File: config.mk
export PLATFORM = sky130hd
export DESIGN_NAME = control_fsm_multicycle
export DESIGN_NICKNAME = d
export VERILOG_FILES = /design/src/rtl/risc_ctrl_pkg.sv /design/src/rtl/mem_wait_timer.sv /design/src/rtl/control_fsm_multicycle.sv
export SDC_FILE = /design/constraint.sdc
export NUM_CORES = 1
export LEC_CHECK = 0
export CORE_UTILIZATION = 48
export CTS_CLUSTER_DIAMETER = 60
export DETAILED_ROUTE_END_ITERATION = 16
export GPL_TIMING_DRIVEN = 0
export PLACE_DENSITY = 0.79
export SLEW_MARGIN = 10
export SYNTH_ARGS = -nofsm -noshare
export SYNTH_HDL_FRONTEND = slang
export SYNTH_SLANG_ARGS = --single-unit
File: constraint.sdc
create_clock -name clk -period 2.55 [get_ports clk]
set_clock_uncertainty 0.2 [all_clocks]
set_input_delay 0.3825 -clock clk [delete_from_list [all_inputs] [get_ports clk]]
set_output_delay 0.3825 -clock clk [all_outputs]
set_load 0.01 [all_outputs]
File: src/rtl/risc_ctrl_pkg.sv
// Shared encodings for the multicycle RISC control unit: FSM states,
// instruction opcodes, ALU operand-B mux selects and ALU operations.
package risc_ctrl_pkg;

  typedef enum logic [3:0] {
    S_FETCH    = 4'd0,
    S_DECODE   = 4'd1,
    S_EXEC_R   = 4'd2,
    S_EXEC_I   = 4'd3,
    S_EXEC_LHI = 4'd4,
    S_MEM_ADDR = 4'd5,
    S_MEM_RD   = 4'd6,
    S_MEM_WR   = 4'd7,
    S_WB_ALU   = 4'd8,
    S_WB_MEM   = 4'd9,
    S_BRANCH   = 4'd10,
    S_JUMP     = 4'd11,
    S_HALT     = 4'd12
  } state_t;

  typedef enum logic [3:0] {
    OPC_ADD  = 4'h0,
    OPC_ADDI = 4'h1,
    OPC_SUB  = 4'h2,
    OPC_AND  = 4'h3,
    OPC_OR   = 4'h4,
    OPC_LW   = 4'h5,
    OPC_SW   = 4'h6,
    OPC_BEQ  = 4'h7,
    OPC_JMP  = 4'h8,
    OPC_LHI  = 4'h9,
    OPC_HALT = 4'hF
  } opcode_t;

  typedef enum logic [2:0] {
    SRCB_B      = 3'b000,
    SRCB_ONE    = 3'b001,
    SRCB_SEXT6  = 3'b010,
    SRCB_ZEXT8  = 3'b011,
    SRCB_SEXT9  = 3'b100,
    SRCB_SEXT12 = 3'b101,
    SRCB_LHI    = 3'b110,
    SRCB_ZERO   = 3'b111
  } srcb_t;

  typedef enum logic [2:0] {
    ALU_ADD    = 3'b000,
    ALU_SUB    = 3'b001,
    ALU_AND    = 3'b010,
    ALU_OR     = 3'b011,
    ALU_PASS_B = 3'b100
  } alu_op_t;

  // ALU operation for the register-register instructions.
  function automatic alu_op_t rtype_alu_op(input logic [3:0] opc);
    case (opc)
      OPC_SUB: return ALU_SUB;
      OPC_AND: return ALU_AND;
      OPC_OR:  return ALU_OR;
      default: return ALU_ADD;
    endcase
  endfunction

endpackage

File: src/rtl/mem_wait_timer.sv
// Counts cycles spent waiting for mem_ready; timeout is high once the
// count has reached WAIT_MAX. The count holds at WAIT_MAX until cleared.
module mem_wait_timer #(
  parameter int WAIT_MAX = 15
) (
  input  logic clk,
  input  logic rst,
  input  logic clear,
  input  logic enable,
  output logic timeout
);

  localparam logic [7:0] LIMIT = 8'(WAIT_MAX);

  logic [7:0] cnt_q, cnt_d;

  // Next count: clear has priority, otherwise count up to the limit.
  always_comb begin
    cnt_d = cnt_q;
    if (clear) begin
      cnt_d = 8'd0;
    end else if (enable && (cnt_q != LIMIT)) begin
      cnt_d = cnt_q + 8'd1;
    end
  end

  // Counter register with synchronous reset.
  always_ff @(posedge clk) begin
    if (rst) begin
      cnt_q <= 8'd0;
    end else begin
      cnt_q <= cnt_d;
    end
  end

  assign timeout = (cnt_q == LIMIT);

endmodule

File: src/rtl/control_fsm_multicycle.sv
// Multicycle control unit for the 16-bit RISC datapath.
//
// state    | meaning
// ---------+-----------------------------------------------------------
// FETCH    | read instruction at PC, load IR and PC+1 on mem_ready
// DECODE   | branch target precompute into ALUOut, dispatch on opcode
// EXEC_R   | A op B for ADD/SUB/AND/OR
// EXEC_I   | A + sext(ir[5:0]) for ADDI
// EXEC_LHI | pass {ir[7:0],8'h00}
// MEM_ADDR | effective address A + sext(ir[5:0]) for LW/SW
// MEM_RD   | data read at ALUOut, wait for mem_ready
// MEM_WR   | data write at ALUOut, wait for mem_ready
// WB_ALU   | register write from ALUOut
// WB_MEM   | register write from MDR
// BRANCH   | compare A-B, load PC from ALUOut when zero
// JUMP     | PC <= PC + sext(ir[11:0])
// HALT     | stopped; left only through rst
module control_fsm_multicycle
  import risc_ctrl_pkg::*;
#(
  parameter int WAIT_MAX = 15
) (
  input  logic       clk,
  input  logic       rst,
  input  logic [3:0] opcode,
  input  logic       zero,
  input  logic       mem_ready,
  output logic       pc_write,
  output logic [1:0] pc_src,
  output logic       iord,
  output logic       mem_read,
  output logic       mem_write,
  output logic       ir_write,
  output logic       reg_write,
  output logic       mem_to_reg,
  output logic       alu_srcA,
  output logic [2:0] alu_srcB,
  output logic [2:0] alu_op,
  output logic       halted,
  output logic       bus_error,
  output logic [3:0] state
);

  state_t state_q, state_d;
  logic   bus_error_q, bus_error_d;
  logic   in_mem;
  logic   timeout;
  logic   mem_fail;
  logic   tmr_clear;

  assign in_mem    = (state_q == S_FETCH) || (state_q == S_MEM_RD) || (state_q == S_MEM_WR);
  assign mem_fail  = in_mem && timeout && !mem_ready;
  // A state change also clears, so each new access starts from zero.
  assign tmr_clear = !in_mem || mem_ready || (state_d != state_q);

  mem_wait_timer #(
    .WAIT_MAX(WAIT_MAX)
  ) u_wait_timer (
    .clk    (clk),
    .rst    (rst),
    .clear  (tmr_clear),
    .enable (in_mem),
    .timeout(timeout)
  );

  // Next-state and sticky bus-error decision.
  always_comb begin
    state_d     = state_q;
    bus_error_d = bus_error_q | mem_fail;
    case (state_q)
      S_FETCH: begin
        if (mem_ready)     state_d = S_DECODE;
        else if (mem_fail) state_d = S_HALT;
      end
      S_DECODE: begin
        case (opcode)
          OPC_ADD, OPC_SUB, OPC_AND, OPC_OR: state_d = S_EXEC_R;
          OPC_ADDI:                          state_d = S_EXEC_I;
          OPC_LW, OPC_SW:                    state_d = S_MEM_ADDR;
          OPC_BEQ:                           state_d = S_BRANCH;
          OPC_JMP:                           state_d = S_JUMP;
          OPC_LHI:                           state_d = S_EXEC_LHI;
          OPC_HALT:                          state_d = S_HALT;
          default:                           state_d = S_FETCH;
        endcase
      end
      S_EXEC_R, S_EXEC_I, S_EXEC_LHI: state_d = S_WB_ALU;
      S_MEM_ADDR: state_d = (opcode == OPC_SW) ? S_MEM_WR : S_MEM_RD;
      S_MEM_RD: begin
        if (mem_ready)     state_d = S_WB_MEM;
        else if (mem_fail) state_d = S_HALT;
      end
      S_MEM_WR: begin
        if (mem_ready)     state_d = S_FETCH;
        else if (mem_fail) state_d = S_HALT;
      end
      S_WB_ALU, S_WB_MEM, S_BRANCH, S_JUMP: state_d = S_FETCH;
      S_HALT:  state_d = S_HALT;
      default: state_d = S_FETCH;
    endcase
  end

  // State and bus-error registers.
  always_ff @(posedge clk) begin
    if (rst) begin
      state_q     <= S_FETCH;
      bus_error_q <= 1'b0;
    end else begin
      state_q     <= state_d;
      bus_error_q <= bus_error_d;
    end
  end

  // Output decode; while rst is high everything sits at its idle value so
  // an abandoned access never issues a write in the reset cycle.
  always_comb begin
    pc_write   = 1'b0;
    pc_src     = 2'b10;
    iord       = 1'b0;
    mem_read   = 1'b0;
    mem_write  = 1'b0;
    ir_write   = 1'b0;
    reg_write  = 1'b0;
    mem_to_reg = 1'b0;
    alu_srcA   = 1'b0;
    alu_srcB   = SRCB_ONE;
    alu_op     = ALU_ADD;
    halted     = 1'b0;
    if (!rst) begin
      case (state_q)
        S_FETCH: begin
          mem_read = 1'b1;
          if (mem_ready) begin
            ir_write = 1'b1;
            pc_write = 1'b1;
            pc_src   = 2'b00;
          end
        end
        S_DECODE: alu_srcB = SRCB_SEXT9;
        S_EXEC_R: begin
          alu_srcA = 1'b1;
          alu_srcB = SRCB_B;
          alu_op   = rtype_alu_op(opcode);
        end
        S_EXEC_I, S_MEM_ADDR: begin
          alu_srcA = 1'b1;
          alu_srcB = SRCB_SEXT6;
        end
        S_EXEC_LHI: begin
          alu_srcB = SRCB_LHI;
          alu_op   = ALU_PASS_B;
        end
        S_MEM_RD: begin
          mem_read = 1'b1;
          iord     = 1'b1;
        end
        S_MEM_WR: begin
          mem_write = 1'b1;
          iord      = 1'b1;
        end
        S_WB_ALU: reg_write = 1'b1;
        S_WB_MEM: begin
          reg_write  = 1'b1;
          mem_to_reg = 1'b1;
        end
        S_BRANCH: begin
          alu_srcA = 1'b1;
          alu_srcB = SRCB_B;
          alu_op   = ALU_SUB;
          pc_src   = 2'b01;
          pc_write = zero;
        end
        S_JUMP: begin
          alu_srcB = SRCB_SEXT12;
          pc_src   = 2'b00;
          pc_write = 1'b1;
        end
        S_HALT:  halted = 1'b1;
        default: ;
      endcase
    end
  end

  assign bus_error = bus_error_q;
  assign state     = state_q;

endmodule

==> flow_summary_export.csv, run 1 <==
group,metric,value,unit
cts,numCtsBuffers,3,
sta,tightest_slew,0.620,ns
yosys,syn_area,1110,um^2
detailed_routing,dr_total_vias,1252,
worst_setup_path,worstReg2RegStart,"state[0]",
yosys,synth_cells,151,
worst_setup_path,cp-start-kind,"register",
detailed_routing,drt_pass1_iterations,4,
pwr,p_per_area,377,nW/um^2
sta,rsz0062_at_grt,"yes",
worst_setup_path,rrSetupSlack,0.50,ns
finish,fillers,186,
hold_path,min_path_type,"register to register",
global_route,antenna_found_initial,0,
global_route,grt_overflow_total,0,
yosys,yosysTopAreaCell,"dfxtp_1",
finish,syn2layout_area_growth,37.7,%
run_status,status,"finished, final reports clean",
sta,hold_viol,0,
floorplanning,start_util,0.508,
placed_design,port-buffer-count,27,
sta,max_freq,401,MHz
sta,slew_violations,0,
detailed_routing,viasPerCell,5.99,
floorplanning,die_h,50.1,um
global_route,grt_pass1_wl,5020,um
yosys,syn_nets,164,
placed_design,dpl.cell_count,206,
cts,cts_tree,"yes",
finish,layout-drive-gt1-share,0.177,
detailed_routing,drc,0,
cts,clk_path_buf_depth,2,
cts,clkSinkCount,13,
detailed_routing,ant_nets,0,
detailed_routing,wire_per_inst,14.7,um
floorplanning,dieArea,2510,um^2
finish,final_nets,195,
global_route,grt_pass1_vias,1135,
yosys,syn_area_per_cell,7.37,um^2
detailed_routing,met3_wirelength,153,um
cts,root_buffer,"clkbuf_4",
detailed_routing,routed_wl,3070,um
global_route,grt_max_degree,11,
pwr,leakage,0.000595,uW
worst_setup_path,crit_path_start,"state[0]",
placed_design,post-dp-hpwl,2150,um
finish,multi_input_area,836,um^2
finish,diodes,0,
worst_setup_path,worstPathRequired,1.97,ns
yosys,synthFlopType,"dfxtp_1",
yosys,ys_seq_area_frac,0.234,
detailed_routing,top_layer_used,"met4",
worst_setup_path,end_kind,"primary output",
placed_design,place.gp.congestion,0.936,
worst_setup_path,r2r-end,"u_wait_timer.cnt_q[4]",
worst_setup_path,endpoint,"alu_srcB[2]",
yosys,synth_edf_count,0,
detailed_routing,wl_met2,1500,um
yosys,ys_ff_latch,13,
floorplanning,core,2190,um^2
finish,fin_cells,209,
sta,post-route-period-util,0.978,
cts,h-tree-depth,1,
floorplanning,io_pins,30,
worst_setup_path,critPathKind,"register to primary output",
floorplanning,placementRows,17,
sta,post-route-min-period,2.49,ns
finish,stdcell_area,1530,um^2
yosys,synth_cell_types,41,
yosys,synthTopCellsByArea,"dfxtp_1 (23%), a21oi_1 (6.3%), ha_1 (5.6%), nor2_1 (4.7%), mux2i_1 (3.6%)",
detailed_routing,drtIter0Drc,43,
finish,regArea,268,um^2
floorplanning,die_x,50.1,um
yosys,async_flop_share,0,
cts,insertion_delay,0.29,ns
cts,ctsHoldBuffers,0,
worst_setup_path,worstPathMaxFanout,10,
yosys,yosys_warnings,0,
detailed_routing,met1_length,1360,um
yosys,yosysTopAreaCellShare,0.234,
worst_setup_path,critPathArrivalTime,1.91,ns
placed_design,place_area,1420,um^2
sta,slew_headroom,0.584,
yosys,synth_commonest_cells,"a21oi_1 (14), nor2_1 (14), dfxtp_1 (13)",
job,cap_violations,0,
cts,clk_pin_slew_worst_paths,0.08,ns
pwr,ir_worst_vdd,0.249,mV
sta,setup_viol,0,
worst_setup_path,ff2ff_path_depth,4,
global_route,grt_util_all_layers,0.259,
[worst min-delay path by stage]
stage                            endpoint  slack (ns)  cells past startpoint                   from
detailed placement  u_wait_timer.cnt_q[7]        0.28                      2  u_wait_timer.cnt_q[7]
CTS                 u_wait_timer.cnt_q[7]        0.29                      2  u_wait_timer.cnt_q[7]
floorplan           u_wait_timer.cnt_q[7]        0.25                      2  u_wait_timer.cnt_q[7]
finish                          bus_error        0.29                      2              bus_error
global placement                bus_error        0.27                      2              bus_error
global route        u_wait_timer.cnt_q[7]        0.33                      2  u_wait_timer.cnt_q[7]
[critical path, cell delays in order, from the launching register on]
cell             delay (ns)
dfxtp_2                0.43
buf_4                  0.21
clkbuf_4               0.21
a32oi_1                0.11
nor2_1                 0.11
clkdlybuf4s50_1        0.55
[per-stage QoR]
step	setup TNS [ns]	hold slack, ns	setup slack [ns]	utilization	total power [uW]
floorplan	0	0.252	0.431	-	355
global placement	-1.68	0.269	-0.373	0.647	428
detailed placement	-1.79	0.281	-0.341	0.647	431
CTS	-0.0460	0.294	-0.0312	0.680	567
global route	-0.0208	0.334	-0.0208	0.699	608
finish	0	0.291	0.0563	0.699	578
[cells by family after synthesis]
logic type                 share of synthesized area
buffers and inverters                         0.0641
DFF                                            0.234
adders and majority gates                     0.0562
and+or+nand+nor                                0.306
xor gates and xnor gates                      0.0158
AOI/OAI and AO/OA                              0.288
muxes                                         0.0360
[sequential cells by signal, indices dropped and copies added (netlist names)]
| name | count |
|---|---|
| bus_error | 1 |
| u_wait_timer.cnt_q | 8 |
| state | 4 |
[routing by layer]
layer / track usage / vias to the layer above
met5: 0 / -
met4: 0.114 / 0
met3: 0.0212 / 5
li1: - / 624
met2: 0.447 / 43
met1: 0.325 / 580
[power by group]
| group | switching [uW] | total (uW) | internal [uW] |
|---|---|---|---|
| clock | 74.8 | 133 | 58.4 |
| sequential | 14.2 | 225 | 211 |
| combinational | 118 | 219 | 101 |
| total | 207 | 578 | 370 |
[repair_timing]
| item | in CTS | in global routing |
|---|---|---|
| endpoints found under the setup margin | 17 | 9 |
| endpoints found under the hold margin | 0 | 0 |
| cloned | 0 | 0 |
| pin swaps | 1 | 1 |
| setup buffers | 0 | 1 |
| gates resized for setup | 28 | 16 |
[layout by cell type (no fill, tap or decap), types with 4 or more instances in the layout]
master and count:
dlygate4sd2_1 6, inv_1 4, o31ai_1 4, nand2_1 10, ha_1 5, clkdlybuf4s50_1 18, clkbuf_4 4, o211ai_1 4
or4_1 5, buf_4 4, nand3_1 4, nand3b_1 4, o21ai_0 8, mux2i_1 4, dfxtp_1 9, a21oi_1 14
nor2_1 12
[area by class of cell]
| class | instances | area share |
|---|---|---|
| clock buffers | 3 | 0.0147 |
| plain buffers | 11 | 0.0449 |
| well taps | 28 | 0.0229 |
| clock inverters | 1 | 0.00327 |
| multi-input cells | 120 | 0.546 |
| inverters | 5 | 0.0123 |
| repair buffers | 28 | 0.181 |
| flip-flops and latches | 13 | 0.175 |
Note: power is estimated with default switching activity, not from simulation.
==> run 2, diff against run 1 <==
--- a/config.mk
+++ b/config.mk
@@ -10,7 +10,7 @@
 export DETAILED_ROUTE_END_ITERATION = 16
 export GPL_TIMING_DRIVEN = 0
 export PLACE_DENSITY = 0.79
-export SLEW_MARGIN = 10
+export SLEW_MARGIN = 20
 export SYNTH_ARGS = -nofsm -noshare
 export SYNTH_HDL_FRONTEND = slang
 export SYNTH_SLANG_ARGS = --single-unit
==> results of run 2 <==
No change in the layout: final DEF, timing and power equal those of run 1.
==> run 3, diff against run 2 <==
--- a/config.mk
+++ b/config.mk
@@ -10,7 +10,6 @@
 export DETAILED_ROUTE_END_ITERATION = 16
 export GPL_TIMING_DRIVEN = 0
 export PLACE_DENSITY = 0.79
-export SLEW_MARGIN = 20
 export SYNTH_ARGS = -nofsm -noshare
 export SYNTH_HDL_FRONTEND = slang
 export SYNTH_SLANG_ARGS = --single-unit
==> results of run 3 <==
No change in the layout: final DEF, timing and power equal those of run 1.
